--- config.mk ---
export PLATFORM = sky130hd
export DESIGN_NAME = data_mem_ctrl
export DESIGN_NICKNAME = d
export VERILOG_FILES = /design/src/rtl/data_mem_ctrl.sv
export SDC_FILE = /design/constraint.sdc
export NUM_CORES = 2
export LEC_CHECK = 0
export ABC_CLOCK_PERIOD_IN_PS = 7700
export BUFFER_PORTS_ARGS = -buffer_cell sky130_fd_sc_hd__buf_2
export CORE_MARGIN = 1
export CORE_UTILIZATION = 60
export CTS_BUF_LIST = sky130_fd_sc_hd__clkbuf_2 sky130_fd_sc_hd__clkbuf_4 sky130_fd_sc_hd__clkbuf_8
export DETAILED_ROUTE_END_ITERATION = 8
export GPL_TIMING_DRIVEN = 0
export HOLD_SLACK_MARGIN = 0.03
export PLACE_DENSITY_LB_ADDON = 0.15
export SYNTH_ARGS = -nofsm -noshare
export SYNTH_HDL_FRONTEND = slang
export SYNTH_SLANG_ARGS = --single-unit
--- constraint.sdc ---
create_clock -name clk -period 7.7 [get_ports clk]
set_clock_uncertainty 0.05 [all_clocks]
set_input_delay 1.155 -clock clk [delete_from_list [all_inputs] [get_ports clk]]
set_output_delay 1.155 -clock clk [all_outputs]
set_load 0.05 [all_outputs]
--- src/rtl/data_mem_ctrl.sv ---
// Byte/half/word little-endian data memory for the MEM stage with configurable
// wait states, Busy/Ready completion handshake and misalignment/range errors.
module data_mem_ctrl #(
  parameter int unsigned DEPTH    = 64,
  parameter int unsigned LATENCY  = 0,
  parameter bit          INIT_IDX = 1'b1
) (
  input  logic        clk,
  input  logic        rst,
  input  logic [31:0] Address,
  input  logic [31:0] WriteData,
  input  logic        MemWrite,
  input  logic        MemRead,
  input  logic [1:0]  Size,
  input  logic        SignExt,
  output logic [31:0] MemRes,
  output logic        Busy,
  output logic        Ready,
  output logic        Err
);

  localparam int unsigned AW = (DEPTH > 1) ? $clog2(DEPTH) : 1;

  typedef enum logic {IDLE, WAIT} state_t;

  state_t      state, state_n;
  logic [3:0]  cnt, cnt_n;
  logic        fire;

  logic [31:0] a_q, wd_q;
  logic [1:0]  sz_q;
  logic        se_q, wr_q, rd_q;

  logic        req, idle;
  logic [31:0] a, wd;
  logic [1:0]  sz;
  logic        se, wr, rd;

  logic        err, we;
  logic [AW-1:0] widx;
  logic [3:0]  be;
  logic [31:0] wdat, rword, shifted, ldval;
  logic [1:0]  lane;
  logic [31:0] words [DEPTH];

  assign req  = MemRead | MemWrite;
  assign idle = (state == IDLE);
  assign Busy = (state == WAIT);

  // With zero wait states the access uses the live request; otherwise the
  // operands captured at accept time.
  assign a  = idle ? Address   : a_q;
  assign wd = idle ? WriteData : wd_q;
  assign sz = idle ? Size      : sz_q;
  assign se = idle ? SignExt   : se_q;
  assign wr = idle ? MemWrite  : wr_q;
  assign rd = idle ? MemRead   : rd_q;

  always_comb begin
    state_n = state;
    cnt_n   = cnt;
    fire    = 1'b0;
    case (state)
      IDLE: begin
        if (req) begin
          if (LATENCY == 0) begin
            fire = 1'b1;
          end else begin
            state_n = WAIT;
            cnt_n   = 4'(LATENCY);
          end
        end
      end
      WAIT: begin
        cnt_n = cnt - 4'd1;
        if (cnt == 4'd1) begin
          fire    = 1'b1;
          state_n = IDLE;
        end
      end
      default: state_n = IDLE;
    endcase
  end

  always_ff @(posedge clk) begin
    if (rst) begin
      state <= IDLE;
      cnt   <= '0;
    end else begin
      state <= state_n;
      cnt   <= cnt_n;
    end
  end

  always_ff @(posedge clk) begin
    if (!rst && idle && req) begin
      a_q  <= Address;
      wd_q <= WriteData;
      sz_q <= Size;
      se_q <= SignExt;
      wr_q <= MemWrite;
      rd_q <= MemRead;
    end
  end

  always_comb begin
    err = 1'b0;
    if (sz == 2'b11) err = 1'b1;
    if (sz == 2'b01 && a[0]) err = 1'b1;
    if (sz == 2'b10 && a[1:0] != 2'b00) err = 1'b1;
    if ({2'b00, a[31:2]} >= 32'(DEPTH)) err = 1'b1;
  end

  assign widx = a[2 +: AW];
  assign we   = fire & ~rst & wr & ~err;

  always_comb begin
    be   = 4'b1111;
    wdat = wd;
    lane = 2'b00;
    case (sz)
      2'b00: begin
        be   = 4'b0001 << a[1:0];
        wdat = {4{wd[7:0]}};
        lane = a[1:0];
      end
      2'b01: begin
        be   = a[1] ? 4'b1100 : 4'b0011;
        wdat = {2{wd[15:0]}};
        lane = {a[1], 1'b0};
      end
      default: ;
    endcase
  end

  assign rword   = words[widx];
  assign shifted = rword >> {lane, 3'b000};

  always_comb begin
    case (sz)
      2'b00:   ldval = {{24{se & shifted[7]}}, shifted[7:0]};
      2'b01:   ldval = {{16{se & shifted[15]}}, shifted[15:0]};
      default: ldval = shifted;
    endcase
  end

  for (genvar g = 0; g < DEPTH; g++) begin : g_word
    logic [31:0] w = INIT_IDX ? 32'(g) : '0;
    always_ff @(posedge clk) begin
      if (we && widx == AW'(g)) begin
        for (int unsigned b = 0; b < 4; b++) begin
          if (be[b]) w[8*b +: 8] <= wdat[8*b +: 8];
        end
      end
    end
    assign words[g] = w;
  end

  // A combined read+write request is a store; MemRes only moves on a clean load.
  always_ff @(posedge clk) begin
    if (rst) begin
      MemRes <= '0;
      Ready  <= 1'b0;
      Err    <= 1'b0;
    end else begin
      Ready <= fire;
      Err   <= fire & err;
      if (fire && rd && !wr && !err) MemRes <= ldval;
    end
  end

endmodule

==> impl_metrics.env <==
export IMPL_netlist_instances=6065
export IMPL_die_area_um2=144900
export IMPL_async_reset_ff_share_pct=0
export IMPL_num_rows=138
export IMPL_drive_above_1_share_pct=17.98
export IMPL_dr_pass1_iters=7
export IMPL_outcome="finished with violations"
export IMPL_core_area_um2=141900
export IMPL_rsz0062_at_grt="no"
export IMPL_fin_nets=6715
export IMPL_layout_common_cells="edfxtp_1, nand2_1, nand3_1"
export IMPL_die_w_um=380.7
export IMPL_synth_nets=6138
export IMPL_fmax_mhz=137.1
export IMPL_synthesis_area_um2=86030
export IMPL_worstPathRequired_ns=8.66
export IMPL_crit_type="register to register"
export IMPL_grt_pass1_wl_mm=450.0
export IMPL_rr_worst_depth=11
export IMPL_violations="max-capacitance violations, max-slew violations"
export IMPL_r2r_slack_ns=0.41
export IMPL_cp_max_fo=10
export IMPL_peakVddDrop_uv=226.3
export IMPL_r2r_end="MemRes[11]$_SDFFE_PP0P_"
export IMPL_cts_resized=0
export IMPL_setup_viol=0
export IMPL_ys_warn_count=0
export IMPL_grt_max_degree=68
export IMPL_grtUsageTotal_pct=46.34
export IMPL_viasPerCell=6.861
export IMPL_die_h_um=380.7
export IMPL_worstSkewPairLatency_ns=1.10
export IMPL_num_vias=60420
export IMPL_hp_start="WriteData[24]"
export IMPL_cts_max_path_buffers=4
export IMPL_report_final_slew_viol_count=135
export IMPL_synth_distinct_cells=75
export IMPL_hold_viol=0
export IMPL_p_leak_nw=33.42
export IMPL_power_density_nw_per_um2=251.2
export IMPL_grt_overflow=0
export IMPL_hold_path_class="input port to register"
export IMPL_start_util_pct=60.61
export IMPL_boundaryPins=106
export IMPL_final_cells=8806
export IMPL_cts_setup_buffers=0
export IMPL_root_buffer="clkbuf_8"
export IMPL_timing_final_crit_share_pct=94.72
export IMPL_critPathCaptureType="register"
export IMPL_cts_sinks=2156
export IMPL_drt_iter0_markers=12550
export IMPL_cp_endpoint="MemRes[11]$_SDFFE_PP0P_"
export IMPL_gp_congestion=1.031
export IMPL_fill_cells=9724
export IMPL_postRouteAntennaNets=0
export IMPL_max_cap_violations=20
export IMPL_antenna_found_initial=21
export IMPL_post_place_cells=8166
export IMPL_numPortBuffers=105
export IMPL_worst_pin_slew_ns=1.691
export IMPL_cts_tree="built"
export IMPL_synthFlopType="edfxtp_1"
export IMPL_power_mw=24.62
export IMPL_h_tree_depth=5
export IMPL_yosysSeqAreaShare_pct=74.80
export IMPL_cts_clk_slew_worst_paths_ns=0.06
export IMPL_wirelength_mm=336.3
export IMPL_synth_edf_count=2117
export IMPL_hpwl_mm=240.0
export IMPL_route_detailed_drc=0
export IMPL_reg2reg_from="Busy$_SDFF_PP0_"
export IMPL_slew_headroom_pct=-13.12
export IMPL_area_delta_synth_final_pct=13.92
export IMPL_worstPathArrival_ns=8.25
export IMPL_cts_hold_buf=0
export IMPL_cts_buffers=358
export IMPL_syn_avg_cell_area_um2=14.18
export IMPL_period_needed_ns=7.293
export IMPL_grt_pass1_vias=55550
export IMPL_ys_seq_elements=2156
export IMPL_start_kind="register"
export IMPL_routedWlPerCell_um=38.19
export IMPL_mostFrequentLayoutCell="edfxtp_1"
export IMPL_cp_startpoint="Busy$_SDFF_PP0_"
[per-layer routing]
metal,part of all wire [%],vias to the layer above,GRT usage (%)
met5,0.033,-,0
met4,7.8,18,29.39
met3,17,1198,19.65
met2,42,5861,64.46
met1,33,29470,60.15
li1,-,23870,-
[worst max-delay path: stages, from the launching register on]
cell      delay, ns
dfxtp_1        0.32
buf_6          0.14
and3b_1        0.18
nor2_1         1.16
buf_2          0.63
clkbuf_1       0.89
buf_1          0.78
a21oi_1        0.33
o41ai_1        0.64
nand4_1        1.02
o22ai_1        0.77
o221a_2        0.27
[cells by family after synthesis]
| kind of cell | Yosys count | synth area share (%) |
|---|---|---|
| and+or+nand+nor | 2659 | 13.03 |
| DFF | 2156 | 74.80 |
| AOI/OAI and AO/OA | 640 | 4.879 |
| buffers and inverters | 409 | 2.536 |
| muxes | 196 | 4.693 |
| xor gates and xnor gates | 3 | 0.03055 |
| adders and majority gates | 2 | 0.02908 |
[report_power, final]
group	internal (mW)	leakage (nW)	total [mW]	switching [mW]
Sequential	13.0	19.4	13.0	0.0112
Clock	5.19	3.55	9.78	4.59
Combinational	0.436	10.4	1.83	1.39
[how the worst min path moves through the flow]
stage,slack [ns],cells after the start,to
final,0.20,1,wd_q[24]$_DFFE_PP_
after global routing,0.17,1,wd_q[28]$_DFFE_PP_
after CTS,0.17,1,wd_q[28]$_DFFE_PP_
after detailed placement,0.42,2,MemRes[7]$_SDFFE_PP0P_
after global placement,0.41,2,MemRes[7]$_SDFFE_PP0P_
after floorplan,0.43,2,cnt[1]$_SDFFE_PP0P_
[flip-flops by register name, indices dropped and copies added (netlist names), 2 cells and up]
signal,count
a_q,32
MemRes,32
wd_q,32
cnt,4
g_word.w,2048
sz_q,2
[stage by stage]
stage	hold WS (ns)	util [%]	setup slack, ns	setup TNS [ns]	instance area [µm²]
after floorplan	0.4253	-	0.5813	0	86030
after global placement	0.4128	62.65	-2.825	-1535.47	88920
after detailed placement	0.4244	64.23	0.4174	0	91160
after CTS	0.1712	68.93	1.185	0	97840
after global routing	0.1739	69.03	0.9464	0	97980
final	0.1967	69.05	0.4069	0	98010
[Yosys cell counts (25+ instances only)]
| cell type | count | area share [%] |
|---|---|---|
| buf_1 | 25 | 0.11 |
| mux4_2 | 145 | 3.8 |
| buf_6 | 36 | 0.47 |
| dfxtp_1 | 39 | 0.91 |
| a21oi_1 | 377 | 2.2 |
| nand4_1 | 42 | 0.31 |
| nand2_1 | 1439 | 6.3 |
| mux2i_1 | 25 | 0.29 |
| a22oi_1 | 65 | 0.57 |
| nor2_1 | 360 | 1.6 |
| buf_2 | 121 | 0.70 |
| clkbuf_1 | 185 | 0.81 |
| nand3_1 | 752 | 4.4 |
| o41ai_1 | 93 | 0.95 |
| edfxtp_1 | 2117 | 74 |
[layout make-up]
type	count	area (µm²)	share of cell area [%]
flip-flops and latches	2156	64350	65.66
diodes	14	35.03	0.03575
repair buffers	217	2392	2.441
multi-input cells	3500	20000	20.41
clock inverters	126	646.9	0.6600
inverters	11	41.29	0.04213
clock buffers	494	6030	6.152
plain buffers	398	2141	2.184
well taps	1890	2365	2.413
Note: power is estimated with default switching activity, not from simulation.
